<file path="config.mk">
export PLATFORM = sky130hd
export DESIGN_NAME = fibo_seq_ctrl
export DESIGN_NICKNAME = d
export VERILOG_FILES = /design/src/rtl/fibo_seq_ctrl.sv
export SDC_FILE = /design/constraint.sdc
export NUM_CORES = 1
export LEC_CHECK = 0
export CORE_UTILIZATION = 45
export DETAILED_ROUTE_END_ITERATION = 7
export PLACE_DENSITY = 0.81
export SYNTH_ARGS = -nofsm -noshare
export SYNTH_HDL_FRONTEND = slang
export SYNTH_SLANG_ARGS = --single-unit
</file>
<file path="constraint.sdc">
create_clock -name clk -period 3.2 [get_ports clk]
set_input_delay 0.64 -clock clk [delete_from_list [all_inputs] [get_ports clk]]
set_output_delay 0.64 -clock clk [all_outputs]
set_load 0.005 [all_outputs]
</file>
<file path="src/rtl/fibo_seq_ctrl.sv">
// fibo_seq_ctrl
// Drives an external combinational ALU with ADD operations to produce a
// Fibonacci-style term stream from two seeds. Terms are emitted one at a
// time over a valid/ready handshake.
//
// Ports:
//   clk, rst        clock (rising edge), asynchronous active-low reset
//   start, abort    begin a sequence (IDLE only) / cancel a running one
//   seed_a, seed_b  first and second terms, sampled at an accepted start
//   n_terms         number of terms to emit (0 = none, done only)
//   out_data/out_valid/out_ready  term output handshake
//   busy, done, ovf status: running, completion pulse, sticky carry seen
//   alu_op/alu_a/alu_b  ALU request; alu_y/alu_cf  ALU result and carry
module fibo_seq_ctrl #(
  parameter int unsigned    WIDTH  = 6,
  parameter int unsigned    OPW    = 3,
  parameter logic [OPW-1:0] OP_ADD = 3'b000,
  parameter logic [OPW-1:0] OP_NOP = 3'b111,
  parameter int unsigned    NW     = 4
) (
  input  logic             clk,
  input  logic             rst,
  input  logic             start,
  input  logic             abort,
  input  logic [WIDTH-1:0] seed_a,
  input  logic [WIDTH-1:0] seed_b,
  input  logic [NW-1:0]    n_terms,
  output logic [WIDTH-1:0] out_data,
  output logic             out_valid,
  input  logic             out_ready,
  output logic             busy,
  output logic             done,
  output logic             ovf,
  output logic [OPW-1:0]   alu_op,
  output logic [WIDTH-1:0] alu_a,
  output logic [WIDTH-1:0] alu_b,
  input  logic [WIDTH-1:0] alu_y,
  input  logic             alu_cf
);

  typedef enum logic [1:0] {
    S_IDLE,
    S_OUT,
    S_CALC,
    S_DONE
  } state_e;

  state_e           state_q, state_d;
  logic [WIDTH-1:0] ra_q, ra_d;
  logic [WIDTH-1:0] rb_q, rb_d;
  logic [NW-1:0]    cnt_q, cnt_d;
  logic             ovf_q, ovf_d;

  always_ff @(posedge clk or negedge rst) begin
    if (!rst) begin
      state_q <= S_IDLE;
      ra_q    <= '0;
      rb_q    <= '0;
      cnt_q   <= '0;
      ovf_q   <= 1'b0;
    end else begin
      state_q <= state_d;
      ra_q    <= ra_d;
      rb_q    <= rb_d;
      cnt_q   <= cnt_d;
      ovf_q   <= ovf_d;
    end
  end

  always_comb begin
    state_d = state_q;
    ra_d    = ra_q;
    rb_d    = rb_q;
    cnt_d   = cnt_q;
    ovf_d   = ovf_q;
    unique case (state_q)
      S_IDLE: begin
        if (start) begin
          ovf_d = 1'b0;
          if (n_terms != '0) begin
            ra_d    = seed_a;
            rb_d    = seed_b;
            cnt_d   = n_terms;
            state_d = S_OUT;
          end else begin
            state_d = S_DONE;
          end
        end
      end
      S_OUT: begin
        if (out_ready) begin
          cnt_d   = cnt_q - NW'(1);
          state_d = (cnt_q == NW'(1)) ? S_DONE : S_CALC;
        end
      end
      S_CALC: begin
        ra_d    = rb_q;
        rb_d    = alu_y;
        ovf_d   = ovf_q | alu_cf;
        state_d = S_OUT;
      end
      S_DONE: begin
        state_d = S_IDLE;
      end
      default: begin
        state_d = S_IDLE;
      end
    endcase

    // Abort overrides any pending handshake/CALC update; datapath and ovf
    // keep their current values so the last state stays observable.
    if (abort && (state_q != S_IDLE)) begin
      state_d = S_IDLE;
      ra_d    = ra_q;
      rb_d    = rb_q;
      cnt_d   = cnt_q;
      ovf_d   = ovf_q;
    end
  end

  always_comb begin
    out_data  = ra_q;
    alu_a     = ra_q;
    alu_b     = rb_q;
    out_valid = (state_q == S_OUT);
    busy      = (state_q == S_OUT) || (state_q == S_CALC);
    done      = (state_q == S_DONE);
    ovf       = ovf_q;
    alu_op    = (state_q == S_CALC) ? OP_ADD : OP_NOP;
  end

endmodule

</file>
Yosys cells after proc, flatten, opt, wreduce, memory -nomap -nowiden
Cells that the tools add are included.
{"block": "classes", "add_sub_neg": 1, "n_eq_ne": 9, "muxes": 19, "bitwise_logic": 2, "n_reduce_logical": 11}
{"op": "two-way mux 6 bit", "count": 4}
{"op": "one-hot mux 6 bit (2 select lines)", "count": 2}
{"op": "two-way mux 4 bit", "count": 3}
{"op": "two-way mux 2 bit", "count": 4}
{"op": "one-hot mux 2 bit (4 select lines)", "count": 1}
{"op": "one-hot mux 4 bit (2 select lines)", "count": 1}
{"op": "nonzero test 2 bit", "count": 3}
{"op": "AND reduction 5 bit", "count": 1}
{"op": "equality test 2 bit, second input constant", "count": 2}
{"op": "equality test 4 x 1 -> 1 bit, second input constant", "count": 1}
{"op": "inequality test 2 bit, second input constant", "count": 2}
{"op": "AND reduction 4 bit", "count": 1}
{"op": "nonzero test 4 bit", "count": 1}
{"op": "subtractor 4 x 1 -> 4 bit, second input constant", "count": 1}
{"op": "two-way mux 3 bit", "count": 1}
{"op": "inequality test 3 x 1 -> 1 bit, second input constant", "count": 1}
{"op": "inequality test 3 bit, second input constant", "count": 1}
{"op": "AND reduction 3 bit", "count": 1}
{"op": "equality test 2 x 1 -> 1 bit, second input constant", "count": 1}
{"op": "logical NOT 2 bit", "count": 1}
{"op": "two-way mux 1 bit", "count": 2}
{"op": "inequality test 2 x 1 -> 1 bit, second input constant", "count": 1}
{"op": "one-hot mux 1 bit (2 select lines)", "count": 1}
{"op": "AND reduction 2 bit", "count": 1}
{"op": "other kinds (4)", "count": 4}
{"block": "word_totals", "regBits": 19, "in_bits": 28, "output_inout_bits": 25, "word_cells": 47}

Depth between registers and ports, before layout
Gate-level depths: netlist of run 1.
{"block": "logic_depth", "ltp_word": 5, "mapped_depth": 8, "depth_no_buf": 6}

Worst setup path after synthesis of run 1
OpenSTA, ideal clock, no wires.
{"block": "synth_path", "path_kind": "flip-flop to output port", "from": "reg state_q[0]", "to": "out alu_op[1]", "arrival_ns": 1.272, "required_time_ns": 2.560, "path_slack_ns": 1.288, "path_stages_with_launch": 7, "n_path_buf": 3, "path_cell_list": "dfrtp_1 -> inv_1 -> ha_1 -> buf_4 -> buf_2 -> inv_1 -> buf_4"}
{"block": "synth_via", "elab_chain_len": 2}
{"element": "start: declaration", "line_no": "48", "text": "state_e state_q, state_d;"}
{"element": "start signal: assignment", "line_no": "62", "text": "state_q <= state_d;"}
{"element": "equality test 2 bit", "line_no": "129", "text": "alu_op = (state_q == S_CALC) ? OP_ADD : OP_NOP;"}
{"element": "two-way mux 3 bit", "line_no": "129"}
{"element": "end: declaration", "line_no": "34", "text": "output logic [OPW-1:0] alu_op,"}
Every way passes these cells.

Final worst setup path of run 1
Same ends and word-level chain as after synthesis.

==> impl_metrics.tcl, run 1 <==
set metrics [dict create \
    slew_headroom_pct 42.1 \
    synth_largest_area_cell "dfrtp_1" \
    grt_max_degree 25 \
    p_switching_uw 570 \
    max_stage_delay_ps 470 \
    num_rows 18 \
    syn_to_final_growth_pct 41.4 \
    critPathMaxFanout 7 \
    path_clk_slew_ps 120 \
    fin_util_pct 67.9 \
    syn_inst 122 \
    endpoint_kind "primary output" \
    diodes 0 \
    hold_buffers 0 \
    crit_path_frequent_cell "inv_1" \
    drive_gt1_share_pct 9.04 \
    numCtsBuffers 3 \
    synth_top_area_share_pct 39.6 \
    period_needed_ps 2510 \
    status "completed" \
    clock_latency_ps 300 \
    die_y_um 53.6 \
    syn_nets 157 \
    cellPowerDensity_nw_per_um2 855 \
    ios 53 \
    switching_share_pct 39.3 \
    pwr-share-comb_pct 60.1 \
    clock_power_share_pct 8.5 \
    ys_ff_latch 19 \
    grt_pass1_wl_um 4310 \
    fin_worst_skew_ps 7.27 \
    dr_total_vias 1031 \
    overflow 0 \
    drc 0 \
    post_cts_resized 0 \
    finalHoldViolations 0 \
    postCtsSetupBuffers 0 \
    synthMuxAreaShare_pct 10.0 \
    start_util_pct 48.0 \
    via_per_inst 5.26 \
    syn_area_um2 1200 \
    synth_top_family_by_area "compound AO/OA/AOI/OAI gates" \
    synth-edff-count 0 \
    nets 202 \
    slew_viol_final 0 \
    yosys.area_share.simple_pct 16.0 \
    fin_crit_sh_pct 78.5 \
    dpl_cell_area_um2 1670 \
    design_area_um2 1700 \
    vdd_drop_max_uv 524 \
    ys_seq_area_share_pct 39.6 \
    worstPathCellList "inv_1 > ha_1 > inv_1 > clkdlybuf4s50_1" \
    cp_top_family "buffers and inverters" \
    crit_arrival_ps 1870 \
    start_kind "flop" \
    async_reset_ff_share_pct 100 \
    cp_slowest_cell "clkdlybuf4s50_1" \
    hold_ws_ps 578 \
    htreeDepth 1 \
    die_area_um2 2880 \
    gp_congestion 0.793 \
    synth_warnings 0 \
    synth_xor_area_share_pct 0 \
    max_freq_mhz 398 \
    drt-initial-drc-count 16 \
    clock-root-buffer "clkbuf_4" \
    fin_tns_setup_ps 0 \
    critPathBufInv 3 \
    p_leak_nw 0.661 \
    worst_pin_slew_ps 866 \
    clock_path_buffers 2 \
    io_buffers 52 \
    grt_pass1_vias 976 \
    track_usage_pct 20.7 \
    syn_avg_cell_area_um2 9.84 \
    wl_um 2720 \
    cts_sinks 19 \
    pwr-share-seq_pct 31.4 \
    synthFlopType "dfrtp_1" \
    p_int_uw 881 \
    ant_nets 0 \
    synthTopCellsByArea "dfrtp_1 40%, mux2i_1 10%, ha_1 7.3%" \
    wl_per_cell_um 13.9 \
    tritoncts "yes" \
    synth_cell_type_count 27 \
    finalSetupViolations 0 \
    antenna_found_initial 0 \
    synthAdderAreaFrac_pct 7.30 \
    critPathRequiredTime_ps 2560 \
    crit_type "reg2out" \
    hpwl_um 2090 \
    core_area_um2 2500 \
    dr.pass1.iters 4 \
    die_w_um 53.6 \
    synth_compound_area_share_pct 17.2 \
    rsz0062_at_grt "no" \
    worstHoldPathType "reg2reg" \
    drv_cap 0 \
]
cells by family after synthesis:
| kind of cell | Yosys count |
|---|---|
| adders and majority gates | 7 |
| muxes | 12 |
| DFF | 19 |
| AOI/OAI and AO/OA | 28 |
| buffers and inverters | 19 |
| and+or+nand+nor | 37 |
path summary, 6_finish.rpt:
kind	from	to	slack, ps	cells past startpoint
max	state_q[0]	alu_op[1]	690	4
min	alu_b[5]	alu_b[5]	580	2
max reg2reg	state_q[0]	alu_a[4]	880	6
min reg2reg	alu_b[5]	alu_b[5]	580	2
max in group asynchronous	rst	alu_b[3]	1840	1
min in group asynchronous	rst	alu_b[4]	820	1
placed cells by master (no fill, tap or decap), types with 3 or more instances in the layout:
master           synthesis  routed
a21oi_2                  8       8
nor2_1                  14      14
ha_1                     7       7
a21oi_1                  6       6
inv_1                    6       6
nand2_1                  6       6
nand3_1                  4       4
mux2i_1                 12      12
nand2b_1                 4       4
o21ai_0                  5       5
clkbuf_4                 0       3
a211oi_1                 3       3
dfrtp_1                 19      19
clkdlybuf4s50_1          0      52
through the flow:
step / instances / power (mW) / setup WS (ps)
floorplan: 122 / 0.982 / 1290
global placement: 192 / 1.29 / 826
detailed placement: 192 / 1.33 / 762
CTS: 196 / 1.46 / 677
global route: 196 / 1.57 / 595
finish: 196 / 1.45 / 687
per-layer routing:
metal | GRT usage, % | part of all wire [%]
met1 | 26.0 | 43
met5 | 0 | 0
met2 | 35.0 | 49
met3 | 3.95 | 7.8
met4 | 7.89 | 0.59
flip-flops by register name, indices dropped and copies added (netlist names):
register / flops
alu_a: 6
cnt_q: 4
alu_b: 6
ovf: 1
state_q: 2
Yosys cell counts, types with 2 or more instances:
cell type and instances:
inv_1 6, dfrtp_1 19, nor2_1 14, nand2_1 6, o21ai_0 5, buf_4 10
buf_2 2, a31oi_1 2, ha_1 7, a211oi_1 3, nor3_1 2, nand2b_1 4
a21oi_1 6, nor2b_1 2, a21oi_2 8, nand3_1 4, mux2i_1 12
layout make-up:
cell class / count / area [µm²]
fill: 204 / 803
multi-input combinational: 84 / 606
tap: 30 / 37.5
clock inverter: 1 / 5.00
sequential: 19 / 475
inverter: 6 / 22.5
timing repair buffer: 53 / 528
clock buffer: 3 / 22.5
worst min-delay path: cells and delay by family, from the launching register on:
family	cells	cell delay (ps)
compound gates	1	90
simple gates	1	60
flops	1	390
power by group through the flow:
| stage | Combinational, mW | Clock (mW) | Sequential (mW) |
|---|---|---|---|
| 2_1_floorplan | 0.539 | 0 | 0.443 |
| 3_3_place_gp | 0.845 | 0 | 0.449 |
| 3_5_place_dp | 0.874 | 0 | 0.455 |
| 4_1_cts | 0.880 | 0.127 | 0.454 |
| 5_1_grt | 0.959 | 0.137 | 0.471 |
| 6_report | 0.872 | 0.123 | 0.455 |
Power figures use the tool's default switching activity.
==> run 2: changes to the inputs <==
- CORE_UTILIZATION: 45 -> 41
- PLACE_DENSITY: 0.81 -> 0.75
- clock period: 3.2 -> 2.4 ns (I/O delays scaled with it)
==> impl_metrics.tcl, run 2 (synthesized netlist as in run 1, its figures left out) <==
set metrics [dict create \
    antenna_found_initial 0 \
    critPathRequiredTime_ps 1920 \
    dr.pass1.iters 4 \
    rsz0062_at_grt "no" \
    drt-initial-drc-count 17 \
    start_util_pct 43.5 \
    track_usage_pct 17.6 \
    ant_nets 0 \
    critPathBufInv 2 \
    grt_max_degree 25 \
    critPathMaxFanout 13 \
    fin_worst_skew_ps 3.02 \
    post_cts_resized 0 \
    multi_input_area_um2 608 \
    grt_pass1_wl_um 4430 \
    io_buffers 52 \
    worstHoldPathType "in2async" \
    crit_arrival_ps 1730 \
    status "completed" \
    ios 53 \
    final_common_cell "clkdlybuf4s50_1" \
    max_stage_delay_ps 540 \
    vdd_drop_max_uv 729 \
    diodes 0 \
    postCtsSetupBuffers 0 \
    clock_latency_ps 280 \
    max_freq_mhz 453 \
    num_rows 19 \
    drc 0 \
    mostFrequentLayoutCells "52 x clkdlybuf4s50_1, 19 x dfrtp_1, 14 x nor2_1" \
    drv_cap 0 \
    design_area_um2 1720 \
    dr_total_vias 1034 \
    period_needed_ps 2210 \
    die_w_um 56.1 \
    slew_viol_final 0 \
    htreeDepth 1 \
    finalPower_mw 1.93 \
    numCtsBuffers 3 \
    gp_congestion 0.851 \
    clock_path_buffers 2 \
    overflow 0 \
    crit_type "reg2out" \
    path_clk_slew_ps 100 \
    via_per_inst 5.17 \
    start_kind "flop" \
    slew_headroom_pct 71.9 \
    hold_buffers 0 \
    syn_to_final_growth_pct 43.5 \
    grt_pass1_vias 1019 \
    core_area_um2 2760 \
    die_y_um 56.1 \
    wl_per_cell_um 12.6 \
    clock-root-buffer "clkbuf_4" \
    nets 205 \
    wl_um 2520 \
    finalSetupViolations 0 \
    finalHoldViolations 0 \
    hpwl_um 1980 \
    dpl_cell_area_um2 1690 \
    p_leak_nw 0.672 \
    fin_crit_sh_pct 91.9 \
    die_area_um2 3150 \
    cts_sinks 19 \
    tritoncts "yes" \
    fill_cells 234 \
    fin_tns_setup_ps 0 \
    cp_top_family "buffers and inverters" \
    worst_pin_slew_ps 417 \
    worstPathCellList "inv_1 > ha_2 > clkdlybuf4s50_1" \
    area.sequential_um2 475 \
    cp_slowest_cell "clkdlybuf4s50_1" \
    drive_gt1_share_pct 10.7 \
    cellPowerDensity_nw_per_um2 1120 \
    endpoint_kind "primary output" \
]
run 2: cell types whose count changed in the layout (fill, tap and decap cells not counted):
cell      previous run  this run
ha_1                 7         6
buf_4                1         4
ha_2                 0         1
clkbuf_1             0         1
clkinv_2             1         0
run 2: cell type report:
class / count / area share [%]
multi-input combinational: 84 / 35.3
timing repair buffer: 56 / 32.0
sequential: 19 / 27.6
tap: 31 / 2.25
clock buffer: 4 / 1.53
inverter: 6 / 1.31
run 2: worst paths after layout:
kind,start,end,slack (ps),cells after the start
max,state_q[1],out_valid,190,3
min,rst,alu_a[5],510,2
max reg2reg,state_q[0],alu_a[0],450,7
min reg2reg,ovf,ovf,560,2
max in group asynchronous,rst,alu_b[3],1700,2
min in group clk,ovf,ovf,560,2
run 2: report_power, final:
part	internal, mW	switching, mW
Combinational	0.658	0.519
Sequential	0.475	0.125
Clock	0.0645	0.0894
run 2: per-stage QoR:
step | setup slack, ps | util, % | instances | hold slack (ps)
after floorplan | 626 | - | 122 | 184
after global placement | 351 | 61.4 | 196 | 531
after detailed placement | 327 | 61.4 | 196 | 544
after CTS | 47.7 | 62.3 | 200 | 511
after global routing | 94.8 | 62.4 | 200 | 526
final | 193 | 62.4 | 200 | 510
run 2: worst reg2reg max path: stages, from the launching register on:
cell and delay, ps:
dfrtp_1 390, inv_1 110, ha_1 310, or3b_1 420, a22oi_4 150, buf_4 290, nor2_1 80, a21oi_1 130
run 2: routing by layer:
metal  up-vias  global-route usage (%)  wire (µm)
li1        510                       -          -
met1       472                    21.8       1120
met2        50                    29.9       1130
met3         2                    4.88        248
met4         0                    5.23         13
met5         -                       0          0
